File: src/rtl/cbd_sampler_arb.sv
`default_nettype none
// ============================================================================
// Module      : cbd_sampler_arb
// Description : Round-robin arbiter that shares one CBD sampler between two
//               requesters, with a WAIT-state timeout and sampler recovery.
// Revision    : 1.0
// ============================================================================
module cbd_sampler_arb #(
  parameter int TIMEOUT = 4095,
  parameter int RST_CYC = 4
) (
  input  logic         clk_i,
  input  logic         rst_i,
  input  logic [1:0]   req_i,
  input  logic [511:0] seed_i,
  input  logic [1:0]   eta_i,
  output logic [1:0]   gnt_o,
  output logic [1:0]   done_o,
  output logic [1:0]   err_o,
  output logic         busy_o,
  output logic         owner_o,
  output logic         sampler_run_o,
  output logic [255:0] sampler_seed_o,
  output logic         sampler_eta_o,
  output logic         sampler_rst_n_o,
  input  logic         sampler_done_i
);

  typedef enum logic [1:0] {
    S_IDLE    = 2'd0,
    S_WAIT    = 2'd1,
    S_RECOVER = 2'd2
  } state_t;

  // The count reaches TIMEOUT on the edge that leaves cnt_q at TIMEOUT-1.
  localparam logic [15:0] TERM_CNT = 16'(TIMEOUT - 1);
  localparam logic [3:0]  RST_LAST = 4'(RST_CYC - 1);

  state_t         state_q, state_d;
  logic [15:0]    cnt_q, cnt_d;
  logic [3:0]     rcnt_q, rcnt_d;
  logic           last_owner_q, last_owner_d;
  logic           owner_q, owner_d;
  logic [1:0]     gnt_q, gnt_d;
  logic [1:0]     done_q, done_d;
  logic [1:0]     err_q, err_d;
  logic           busy_q, busy_d;
  logic           run_q, run_d;
  logic [255:0]   seed_q, seed_d;
  logic           eta_q, eta_d;
  logic           rst_n_q, rst_n_d;
  logic           winner;

  always_comb begin
    if (req_i == 2'b11) winner = ~last_owner_q;
    else                winner = req_i[1];
  end

  always_comb begin
    state_d      = state_q;
    cnt_d        = cnt_q;
    rcnt_d       = rcnt_q;
    last_owner_d = last_owner_q;
    owner_d      = owner_q;
    seed_d       = seed_q;
    eta_d        = eta_q;
    rst_n_d      = rst_n_q;
    gnt_d        = 2'b00;
    done_d       = 2'b00;
    err_d        = 2'b00;
    run_d        = 1'b0;

    case (state_q)
      S_IDLE: begin
        rst_n_d = 1'b1;
        // The done cycle is a mandatory idle gap before the next grant.
        if ((req_i != 2'b00) && (done_q == 2'b00)) begin
          owner_d = winner;
          seed_d  = winner ? seed_i[511:256] : seed_i[255:0];
          eta_d   = eta_i[winner];
          gnt_d   = winner ? 2'b10 : 2'b01;
          run_d   = 1'b1;
          cnt_d   = 16'd0;
          state_d = S_WAIT;
        end
      end

      S_WAIT: begin
        cnt_d = cnt_q + 16'd1;
        if (sampler_done_i && !run_q) begin
          done_d       = owner_q ? 2'b10 : 2'b01;
          last_owner_d = owner_q;
          state_d      = S_IDLE;
        end else if (cnt_q == TERM_CNT) begin
          err_d        = owner_q ? 2'b10 : 2'b01;
          last_owner_d = owner_q;
          rst_n_d      = 1'b0;
          rcnt_d       = 4'd0;
          state_d      = S_RECOVER;
        end
      end

      S_RECOVER: begin
        if (!rst_n_q) begin
          if (rcnt_q == RST_LAST) rst_n_d = 1'b1;
          else                    rcnt_d  = rcnt_q + 4'd1;
        end else begin
          state_d = S_IDLE;
        end
      end

      default: state_d = S_IDLE;
    endcase

    busy_d = (state_d != S_IDLE);
  end

  always_ff @(posedge clk_i) begin
    if (rst_i) begin
      state_q      <= S_IDLE;
      cnt_q        <= 16'd0;
      rcnt_q       <= 4'd0;
      last_owner_q <= 1'b1;
      owner_q      <= 1'b0;
      gnt_q        <= 2'b00;
      done_q       <= 2'b00;
      err_q        <= 2'b00;
      busy_q       <= 1'b0;
      run_q        <= 1'b0;
      seed_q       <= 256'd0;
      eta_q        <= 1'b0;
      rst_n_q      <= 1'b0;
    end else begin
      state_q      <= state_d;
      cnt_q        <= cnt_d;
      rcnt_q       <= rcnt_d;
      last_owner_q <= last_owner_d;
      owner_q      <= owner_d;
      gnt_q        <= gnt_d;
      done_q       <= done_d;
      err_q        <= err_d;
      busy_q       <= busy_d;
      run_q        <= run_d;
      seed_q       <= seed_d;
      eta_q        <= eta_d;
      rst_n_q      <= rst_n_d;
    end
  end

  assign gnt_o           = gnt_q;
  assign done_o          = done_q;
  assign err_o           = err_q;
  assign busy_o          = busy_q;
  assign owner_o         = owner_q;
  assign sampler_run_o   = run_q;
  assign sampler_seed_o  = seed_q;
  assign sampler_eta_o   = eta_q;
  assign sampler_rst_n_o = rst_n_q;

endmodule
`default_nettype wire

File: config.mk
export PLATFORM = sky130hd
export DESIGN_NAME = cbd_sampler_arb
export DESIGN_NICKNAME = d
export VERILOG_FILES = /design/src/rtl/cbd_sampler_arb.sv
export SDC_FILE = /design/constraint.sdc
export NUM_CORES = 1
export LEC_CHECK = 0
export CORE_AREA = 2 2 304 306
export CTS_CLUSTER_DIAMETER = 30
export DETAILED_ROUTE_END_ITERATION = 7
export DIE_AREA = 0 0 306 308
export GPL_TIMING_DRIVEN = 0
export PLACE_DENSITY = 0.35
export SYNTH_ARGS = -nofsm -noshare
export SYNTH_HDL_FRONTEND = slang
export SYNTH_SLANG_ARGS = --single-unit
export TNS_END_PERCENT = 1
File: constraint.sdc
create_clock -name clk_i -period 3 [get_ports clk_i]
set_input_delay 0.6 -clock clk_i [delete_from_list [all_inputs] [get_ports clk_i]]
set_output_delay 0.6 -clock clk_i [all_outputs]
set_load 0.01 [all_outputs]
==> qor_table.md, run 1 <==
| Group | Result | Value |
| --- | --- | --- |
| run status | Outcome | completed |
| global routing | Global route overflow | 0 |
| layout | Area occupied by multi-input gates | 5960 sq um |
| setup path | Critical path capture point type | flop |
| layout | Non-filler cells, final | 3795 |
| synthesis | Mean instance size in the synthesized netlist | 7.77 sq um |
| layout | Fill cells | 9790 |
| routing | Length of routed met3 wiring | 8690 microns |
| clocking | Number of sinks driven by the clock tree | 290 |
| synthesis | Synthesized area | 12500 sq um |
| synthesis | Leading cell types by count after synthesis | sky130_fd_sc_hd__nand2_1 (525), sky130_fd_sc_hd__dfxtp_1 (290), sky130_fd_sc_hd__nor2_1 (275) |
| routing | Total via count after detailed routing | 15900 |
| setup path | Depth of the worst register-to-register path | 6 |
| routing | DR pass1 iterations | 5 |
| setup path | Critical Path RT | 3550 ps |
| routing | Count of antenna-violating nets left after detailed routing | 0 |
| min path | Worst hold path cell count | 2 |
| layout | Final net count | 3032 |
| power and ir drop | Worst IR Drop VDD | 0.000422 V |
| floorplan | Die height | 308 microns |
| timing | Setup repair after global routing missed its margin | no |
| clocking | H-tree lvl count | 3 |
| synthesis | Number of enable-type register cells in the synthesized netlist | 0 |
| placed design | DP Wirelength | 66200 microns |
| floorplan | Cell row count | 111 |
| clocking | CTS root buf | sky130_fd_sc_hd__clkbuf_16 |
| global routing | Antenna violations before repair | 20 |
| placed design | Post-placement cell area | 21800 sq um |
| clocking | CTS tree | done |
| floorplan | Die extent in x | 306 microns |
| synthesis | Post-synth top flop | sky130_fd_sc_hd__dfxtp_1 |
| min path | Worst hold-check path type | reg -> reg |
| power and ir drop | Power Dens Cells | 750 nW/um^2 |
| floorplan | CORE AREA | 91000 sq um |
| placed design | DP Cell Count | 3579 |
| routing | Remaining routing DRC violations | 0 |
| global routing | Wire length of the first global-routing pass | 117000 microns |
| synthesis | Syn_nets | 2131 |
| synthesis | Cell accounting for the most synthesized area | sky130_fd_sc_hd__dfxtp_1 |
| clocking | Maximum clock path buffer count | 3 |
| clocking | TritonCTS Buffers | 115 |
| routing | Iteration-0 DRC Markers | 805 |
| global routing | Maximum number of pins on one net before global-route repair | 15 |
| synthesis | Register area share after synthesis | 0.465 |
| setup path | Crit Path Class | in -> reg |
| timing | Final-report setup violation count | 0 |
| setup path | Critical path data arrival time | 3180 ps |
| routing | Final routed wirelength across all metal layers | 84100 microns |
| setup path | Crit path from | req_i[0] |
| setup path | Critical Path, Cell by Cell | clkdlybuf4s50_1, nand2_1, nand2_1, clkbuf_1, clkbuf_1, nand2_1, a311oi_1 |
| power and ir drop | Sum of internal, switching and leakage power | 0.0192 W |
| power and ir drop | Leakage power summed over all cells | 9.78 nW |
| setup path | Setup crit start kind | primary input |
| layout | Post-Layout Inst Area | 25600 sq um |
| flow run | Number of max-cap violations | 0 |
| min path | Min-Delay Endpoint | sampler_seed_o[211]$_SDFFE_PP0P_ |
| routing | Total routed wire length on the met1 layer | 31800 microns |
| timing | Hold Worst Slack | 492 ps |
| floorplan | Initial core utilization | 0.137 |
| routing | Routed wirelength normalized by instance count | 22.2 microns |
| synthesis | Unique masters post-synth | 41 |
| timing | Share of the clock period used by the worst path after layout | 0.878 |
| timing | Clock skew | 18.2 ps |
| synthesis | Post-synthesis cell count | 1609 |
| floorplan | Die area | 94200 sq um |
| synthesis | Share of async-settable or async-resettable flops after synthesis | 0 |
| timing | Worst-case headroom to the max-slew limit | 0.240 |
| setup path | Terminus of the critical flop-to-flop path | sampler_seed_o[235]$_SDFFE_PP0P_ |
| layout | Share of final-layout standard cells stronger than drive strength 1 | 0.0916 |
| synthesis | Area contributors post-synth | sky130_fd_sc_hd__dfxtp_1 (46%), sky130_fd_sc_hd__a311oi_1 (18%), sky130_fd_sc_hd__nand2_1 (16%) |
| setup path | Cell with the most instances on the worst path | sky130_fd_sc_hd__nand2_1 |
| setup path | Beginning of the worst register-to-register path | state_q[0]$_SDFF_PP0_ |
| placed design | Input/output buffers | 784 |
| synthesis | Number of warnings reported in the yosys synthesis log | 0 |
| setup path | CP max stage delay | 700 ps |
| synthesis | Area share of the leading cell type in the synthesized netlist | 0.465 |
| routing | Wire length on met2 | 41700 microns |
| synthesis | Yosys reg bits | 290 |
| routing | Uppermost layer routed | met5 |
| clocking | Clock transition at the register clock pins on the worst setup and hold paths after CTS | 40 ps |
| synthesis | Library cell with the highest instance count after synthesis | sky130_fd_sc_hd__nand2_1 |
| placed design | GPL Wtd Cong | 0.851 |
| setup path | Register-to-register setup slack | 370 ps |
| min path | Launch instance of the worst min-delay path | sampler_seed_o[211]$_SDFFE_PP0P_ |
| timing | Actual slew at the worst max-slew pin | 1140 ps |
| timing | Final Hold Vio Count | 0 |
| global routing | Vias in the first global route | 16400 |
| timing | Highest attainable clock frequency | 380 MHz |
| clocking | Insertion delay of the later-clocked pin in the worst-skew pair | 660 ps |
| floorplan | Io pins | 786 |
| layout | Area growth from synthesis to layout | 105% |
| layout | Area occupied by registers | 5810 sq um |
| timing | Max Slew Vio Count | 0 |
| routing | Vias per inst | 4.20 |
| setup path | Slowest cell on the critical path | sky130_fd_sc_hd__clkbuf_1 |
| timing | Clock period minus final worst setup slack | 2630 ps |
| global routing | Overall track demand over capacity in global routing | 0.171 |
| setup path | Maximum fanout along the worst path | 10 |
through the flow:
step	util	worst slack [ps]	setup TNS, ps
after CTS	0.281	41.1	0
after global routing	0.281	8.92	0
after detailed placement	0.240	-747	-117080
final	0.281	366	0
after floorplan	-	1080	0
after global placement	0.240	-720	-114190
state kept, by name, summed over array words and instances (netlist names):
register and flops:
sampler_seed_o 256, cnt_q 16, busy_o 1, gnt_o 2, sampler_run_o 1, err_o 2, done_o 2, owner_o 1
rcnt_q 4, last_owner_q 1, sampler_eta_o 1, sampler_rst_n_o 1, state_q 2
per-layer routing:
metal	up-vias	GRT usage
li1	7537	-
met1	7560	0.184
met2	695	0.299
met3	129	0.0779
met4	18	0.0477
met5	-	0
critical path, delay by kind of cell:
| family | cells | cell delay [ps] |
|---|---|---|
| compound gates | 1 | 310 |
| simple gates | 3 | 500 |
| buf+inv | 3 | 1750 |
where the power goes:
group	switching, W	internal [W]	total [W]
Combinational	0.00179	0.00180	0.00359
Clock	0.00301	0.00800	0.0110
Sequential	0.000255	0.00432	0.00458
cells by family (layout without fill, tap and decap cells):
kind of cell,after synthesis,count (layout),share of synthesized area
compound gates,305,305,0.205
fa+ha+maj,3,3,0.00300
buf+inv,157,1146,0.0589
flops,290,290,0.465
mux,2,2,0.00170
other cells,0,11,0
simple gates,852,852,0.267
cell usage in the layout, fill, tap and decap left out, types with 2 or more instances in the layout:
master                            count
sky130_fd_sc_hd__nand2b_1             6
sky130_fd_sc_hd__nor2_1             275
sky130_fd_sc_hd__buf_6               11
sky130_fd_sc_hd__or3_1                5
sky130_fd_sc_hd__clkbuf_8            39
sky130_fd_sc_hd__buf_2               48
sky130_fd_sc_hd__clkdlybuf4s50_1    784
sky130_fd_sc_hd__ha_1                 3
sky130_fd_sc_hd__diode_2             11
sky130_fd_sc_hd__nand2_1            525
sky130_fd_sc_hd__clkinv_2            12
sky130_fd_sc_hd__nor3_1               6
sky130_fd_sc_hd__a31oi_1              8
sky130_fd_sc_hd__a21oi_1             16
sky130_fd_sc_hd__a221oi_1             4
sky130_fd_sc_hd__dfxtp_1            290
sky130_fd_sc_hd__a211oi_1             4
sky130_fd_sc_hd__clkbuf_2             3
sky130_fd_sc_hd__o211ai_1             5
sky130_fd_sc_hd__or4b_1               2
sky130_fd_sc_hd__nand4_1              7
sky130_fd_sc_hd__or4_1                2
sky130_fd_sc_hd__o21a_1               2
sky130_fd_sc_hd__o21ai_0              3
sky130_fd_sc_hd__clkbuf_16          119
sky130_fd_sc_hd__and2_1               2
sky130_fd_sc_hd__and3_1               4
sky130_fd_sc_hd__a311oi_1           258
sky130_fd_sc_hd__or2_2                2
sky130_fd_sc_hd__clkbuf_1           122
sky130_fd_sc_hd__nor4_1               3
sky130_fd_sc_hd__inv_1                5
sky130_fd_sc_hd__nor3b_1              2
sky130_fd_sc_hd__nand3_1              7
timing repair:
| action | in CTS | in global routing |
|---|---|---|
| resized for setup | 1 | 6 |
| hold buffers | 0 | 0 |
| buffers inserted | 0 | 0 |
| endpoints found under the hold margin | 0 | 0 |
| setup endpoints to repair | 3 | 20 |
| pin swaps | 0 | 0 |
cell type report:
class / count / area share
Antenna cell: 11 / 0.00108
Buffer: 152 / 0.0282
Clock buffer: 192 / 0.142
Clock inverter: 13 / 0.00269
Inverter: 5 / 0.000734
Multi-Input combinational cell: 1162 / 0.233
Sequential cell: 290 / 0.227
Tap cell: 1186 / 0.0580
Timing Repair Buffer: 784 / 0.307
worst max path at each step:
stage | to | cells after the start
5_1_grt | sampler_seed_o[244]$_SDFFE_PP0P_ | 7
2_1_floorplan | sampler_seed_o[193]$_SDFFE_PP0P_ | 7
3_5_place_dp | sampler_seed_o[251]$_SDFFE_PP0P_ | 8
4_1_cts | sampler_seed_o[170]$_SDFFE_PP0P_ | 8
3_3_place_gp | sampler_seed_o[251]$_SDFFE_PP0P_ | 8
6_report | sampler_seed_o[38]$_SDFFE_PP0P_ | 7
Power figures use the tool's default switching activity.
==> run 2, diff against run 1 <==
--- a/config.mk
+++ b/config.mk
@@ -6,7 +6,6 @@
 export NUM_CORES = 1
 export LEC_CHECK = 0
 export CORE_AREA = 2 2 304 306
-export CTS_CLUSTER_DIAMETER = 30
 export DETAILED_ROUTE_END_ITERATION = 7
 export DIE_AREA = 0 0 306 308
 export GPL_TIMING_DRIVEN = 0
==> run 2 against run 1 <==
  * Hold slack better by 4.0 ps
  * Cell area down 8.8%
  * Clock power down 52%
  * Highest routed layer unchanged
  * Critical path type unchanged
  * Critical endpoint is now sampler_seed_o[170]$_SDFFE_PP0P_
  * Fmax down 0.26%
  * Clock skew down 7.2 ps
  * Non-clock buffer count unchanged
  * Total power down 30%
  * Sequential power about the same
  * Setup slack worse by 6.7 ps
  * Largest power group unchanged
  * Die area unchanged
  * Sequential share of layout area up 2.2 points
==> qor_table.md, run 2 (synthesis gave the netlist of run 1 again) <==
| Group | Result | Value | Change |
| --- | --- | --- | --- |
| global routing | Most used routing layer in global routing | met2 |  |
| routing | Routed wirelength normalized by instance count | 22.7 microns | +2.4% |
| clocking | Clock transition at the register clock pins on the worst setup and hold paths after CTS | 60 ps | +20 ps |
| global routing | Global route overflow | 0 | unchanged |
| power and ir drop | Power Dens Cells | 575 nW/um^2 | -23% |
| layout | Commonest non-fill, non-tap cell in the layout | sky130_fd_sc_hd__clkdlybuf4s50_1 |  |
| routing | DR pass1 iterations | 5 | unchanged |
| global routing | Met2 track utilization from global routing | 0.299 | about the same |
| floorplan | Die height | 308 microns | unchanged |
| layout | Final net count | 2959 | -2.4% |
| routing | Vias per inst | 4.21 | +0.25% |
| run status | Outcome | completed |  |
| global routing | Vias in the first global route | 15800 | -4.2% |
| timing | Actual slew at the worst max-slew pin | 1110 ps | -26.4 ps |
| layout | Area occupied by multi-input gates | 5960 sq um | unchanged |
| timing | Clock skew | 11.0 ps | -7.23 ps |
| global routing | Maximum number of pins on one net before global-route repair | 11 | -4 |
| power and ir drop | Leakage power summed over all cells | 8.67 nW | -11% |
| placed design | Input/output buffers | 784 | unchanged |
| global routing | GR Util met3 | 0.0656 | -0.0124 |
| placed design | GPL Wtd Cong | 0.851 | unchanged |
| clocking | Insertion delay of the later-clocked pin in the worst-skew pair | 570 ps | -90 ps |
| timing | Setup repair after global routing missed its margin | no |  |
| power and ir drop | Worst IR Drop VDD | 0.000259 V | -39% |
| routing | Count of antenna-violating nets left after detailed routing | 0 | unchanged |
| min path | Worst hold-check path type | reg -> reg |  |
| global routing | Met1 track demand over resource in global routing | 0.187 | +0.00279 |
| setup path | Slowest cell on the critical path | sky130_fd_sc_hd__clkbuf_1 |  |
| floorplan | Cell row count | 111 | unchanged |
| global routing | Overall track demand over capacity in global routing | 0.168 | -0.00312 |
| timing | Share of the clock period used by the worst path after layout | 0.880 | +0.00224 |
| power and ir drop | Sum of internal, switching and leakage power | 0.0134 W | -30% |
| floorplan | Initial core utilization | 0.137 | unchanged |
| setup path | Register-to-register setup slack | 370 ps | about the same |
| layout | Area occupied by registers | 5810 sq um | unchanged |
| clocking | TritonCTS Buffers | 42 | -63% |
| setup path | CP max stage delay | 540 ps | -160 ps |
| clocking | Number of sinks driven by the clock tree | 290 | unchanged |
| layout | Area growth from synthesis to layout | 86.6% |  |
| timing | Hold Worst Slack | 496 ps | +3.96 ps |
| layout | Fin util | 0.256 | -0.0248 |
| clocking | H-tree lvl count | 2 | -1 |
| layout | Non-filler cells, final | 3664 | -3.5% |
| timing | Worst-case headroom to the max-slew limit | 0.257 | +0.0176 |
| routing | Final routed wirelength across all metal layers | 83200 microns | -1.1% |
| flow run | Number of max-cap violations | 0 | unchanged |
| clocking | Maximum clock path buffer count | 3 | unchanged |
| timing | Final Hold Vio Count | 0 | unchanged |
| placed design | DP Wirelength | 66200 microns | unchanged |
| setup path | Critical Path, Cell by Cell | clkdlybuf4s50_1, nand2_1, and2_1, clkbuf_1, clkbuf_2, clkbuf_1, nand2_1, a311oi_1 |  |
| layout | Fill cells | 9988 | +2.0% |
| floorplan | Die area | 94200 sq um | unchanged |
| routing | Total via count after detailed routing | 15400 | -3.2% |
| floorplan | Die extent in x | 306 microns | unchanged |
| floorplan | CORE AREA | 91000 sq um | unchanged |
| layout | Top library cells by usage in the layout, fill and taps aside | sky130_fd_sc_hd__clkdlybuf4s50_1 (784), sky130_fd_sc_hd__nand2_1 (525), sky130_fd_sc_hd__dfxtp_1 (290) |  |
| clocking | Buffers inserted during post-CTS setup optimization | 0 | unchanged |
| setup path | Crit Path Class | in -> reg |  |
| layout | Share of final-layout standard cells stronger than drive strength 1 | 0.0551 | -0.0365 |
| floorplan | Io pins | 786 | unchanged |
| timing | Clock period minus final worst setup slack | 2640 ps | +6.73 ps |
| setup path | Setup crit start kind | primary input |  |
| clocking | CTS tree | done |  |
| layout | Number of flip-flops in the largest register | 256 | unchanged |
| global routing | Antenna violations before repair | 20 | unchanged |
| setup path | Critical path capture point type | flop |  |
| routing | Iteration-0 DRC Markers | 803 | -0.25% |
| setup path | Critical path data arrival time | 3100 ps | -80 ps |
| setup path | Maximum fanout along the worst path | 10 | unchanged |
| placed design | DP Cell Count | 3579 | unchanged |
| timing | Highest attainable clock frequency | 379 MHz | -0.26% |
| clocking | CTS root buf | sky130_fd_sc_hd__clkbuf_16 |  |
| routing | Remaining routing DRC violations | 0 | unchanged |
| timing | Max Slew Vio Count | 0 | unchanged |
| setup path | Critical Path RT | 3460 ps | -90 ps |
| timing | Final-report setup violation count | 0 | unchanged |
| global routing | Wire length of the first global-routing pass | 116000 microns | -1.3% |
run 2: changes by cell type in the layout (fill, tap and decap cells not counted), sizes merged:
cell	delta
clkinv	-7
bufinv	+2
clkinvlp	+1
inv	-1
diode	-3
clkbuf	-123
run 2: worst paths after layout:
path | from | endpoint | cells past startpoint
max | req_i[0] | sampler_seed_o[170]$_SDFFE_PP0P_ | 8
min | sampler_seed_o[211]$_SDFFE_PP0P_ | sampler_seed_o[211]$_SDFFE_PP0P_ | 2
max reg2reg | state_q[0]$_SDFF_PP0_ | sampler_seed_o[238]$_SDFFE_PP0P_ | 6
min reg2reg | sampler_seed_o[211]$_SDFFE_PP0P_ | sampler_seed_o[211]$_SDFFE_PP0P_ | 2
run 2: cell type report:
class | instances | area share
Antenna cell | 8 | 0.000859
Buffer | 152 | 0.0310
Clock buffer | 69 | 0.0586
Clock inverter | 8 | 0.00413
Inverter | 5 | 0.000805
Multi-Input combinational cell | 1162 | 0.255
Sequential cell | 290 | 0.249
Tap cell | 1186 | 0.0636
Timing Repair Buffer | 784 | 0.337
run 2: worst max-delay path: cells and delay by family:
| kind | cells | cell delay, ps |
|---|---|---|
| and+or+nand+nor | 3 | 360 |
| buffers and inverters | 4 | 1830 |
| AOI/OAI and AO/OA | 1 | 310 |
run 2: per-stage QoR:
| step | worst slack, ps | instance area (sq um) | TNS [ps] |
|---|---|---|---|
| floorplan | 1080 | 12500 | 0 |
| global placement | -720 | 21800 | -114190 |
| detailed placement | -747 | 21800 | -117080 |
| CTS | 145 | 23300 | 0 |
| global route | 108 | 23300 | 0 |
| finish | 360 | 23300 | 0 |
run 2: report_power, final:
group	switching [W]	total, W	internal, W
Clock	0.00200	0.00527	0.00327
Sequential	0.000254	0.00455	0.00430
Combinational	0.00179	0.00360	0.00180
Total	0.00405	0.0134	0.00937
run 2: metal layers:
metal,share of wire,vias to the layer above
met5,0.0014,-
met4,0.017,18
met3,0.095,93
met2,0.50,619
met1,0.39,7357
li1,-,7341
run 2: timing repair:
action | 4_1_cts | 5_1_grt
hold endpoints to repair | 0 | 0
setup endpoints to repair | 39 | 12
gates resized for setup | 3 | 3
hold buffers | 0 | 0
==> run 3, diff against run 2 <==
--- a/config.mk
+++ b/config.mk
@@ -5,6 +5,7 @@
 export SDC_FILE = /design/constraint.sdc
 export NUM_CORES = 1
 export LEC_CHECK = 0
+export CAP_MARGIN = 5
 export CORE_AREA = 2 2 304 306
 export DETAILED_ROUTE_END_ITERATION = 7
 export DIE_AREA = 0 0 306 308
==> results of run 3 <==
The final DEF is identical to that of run 2; final timing and power are the same.
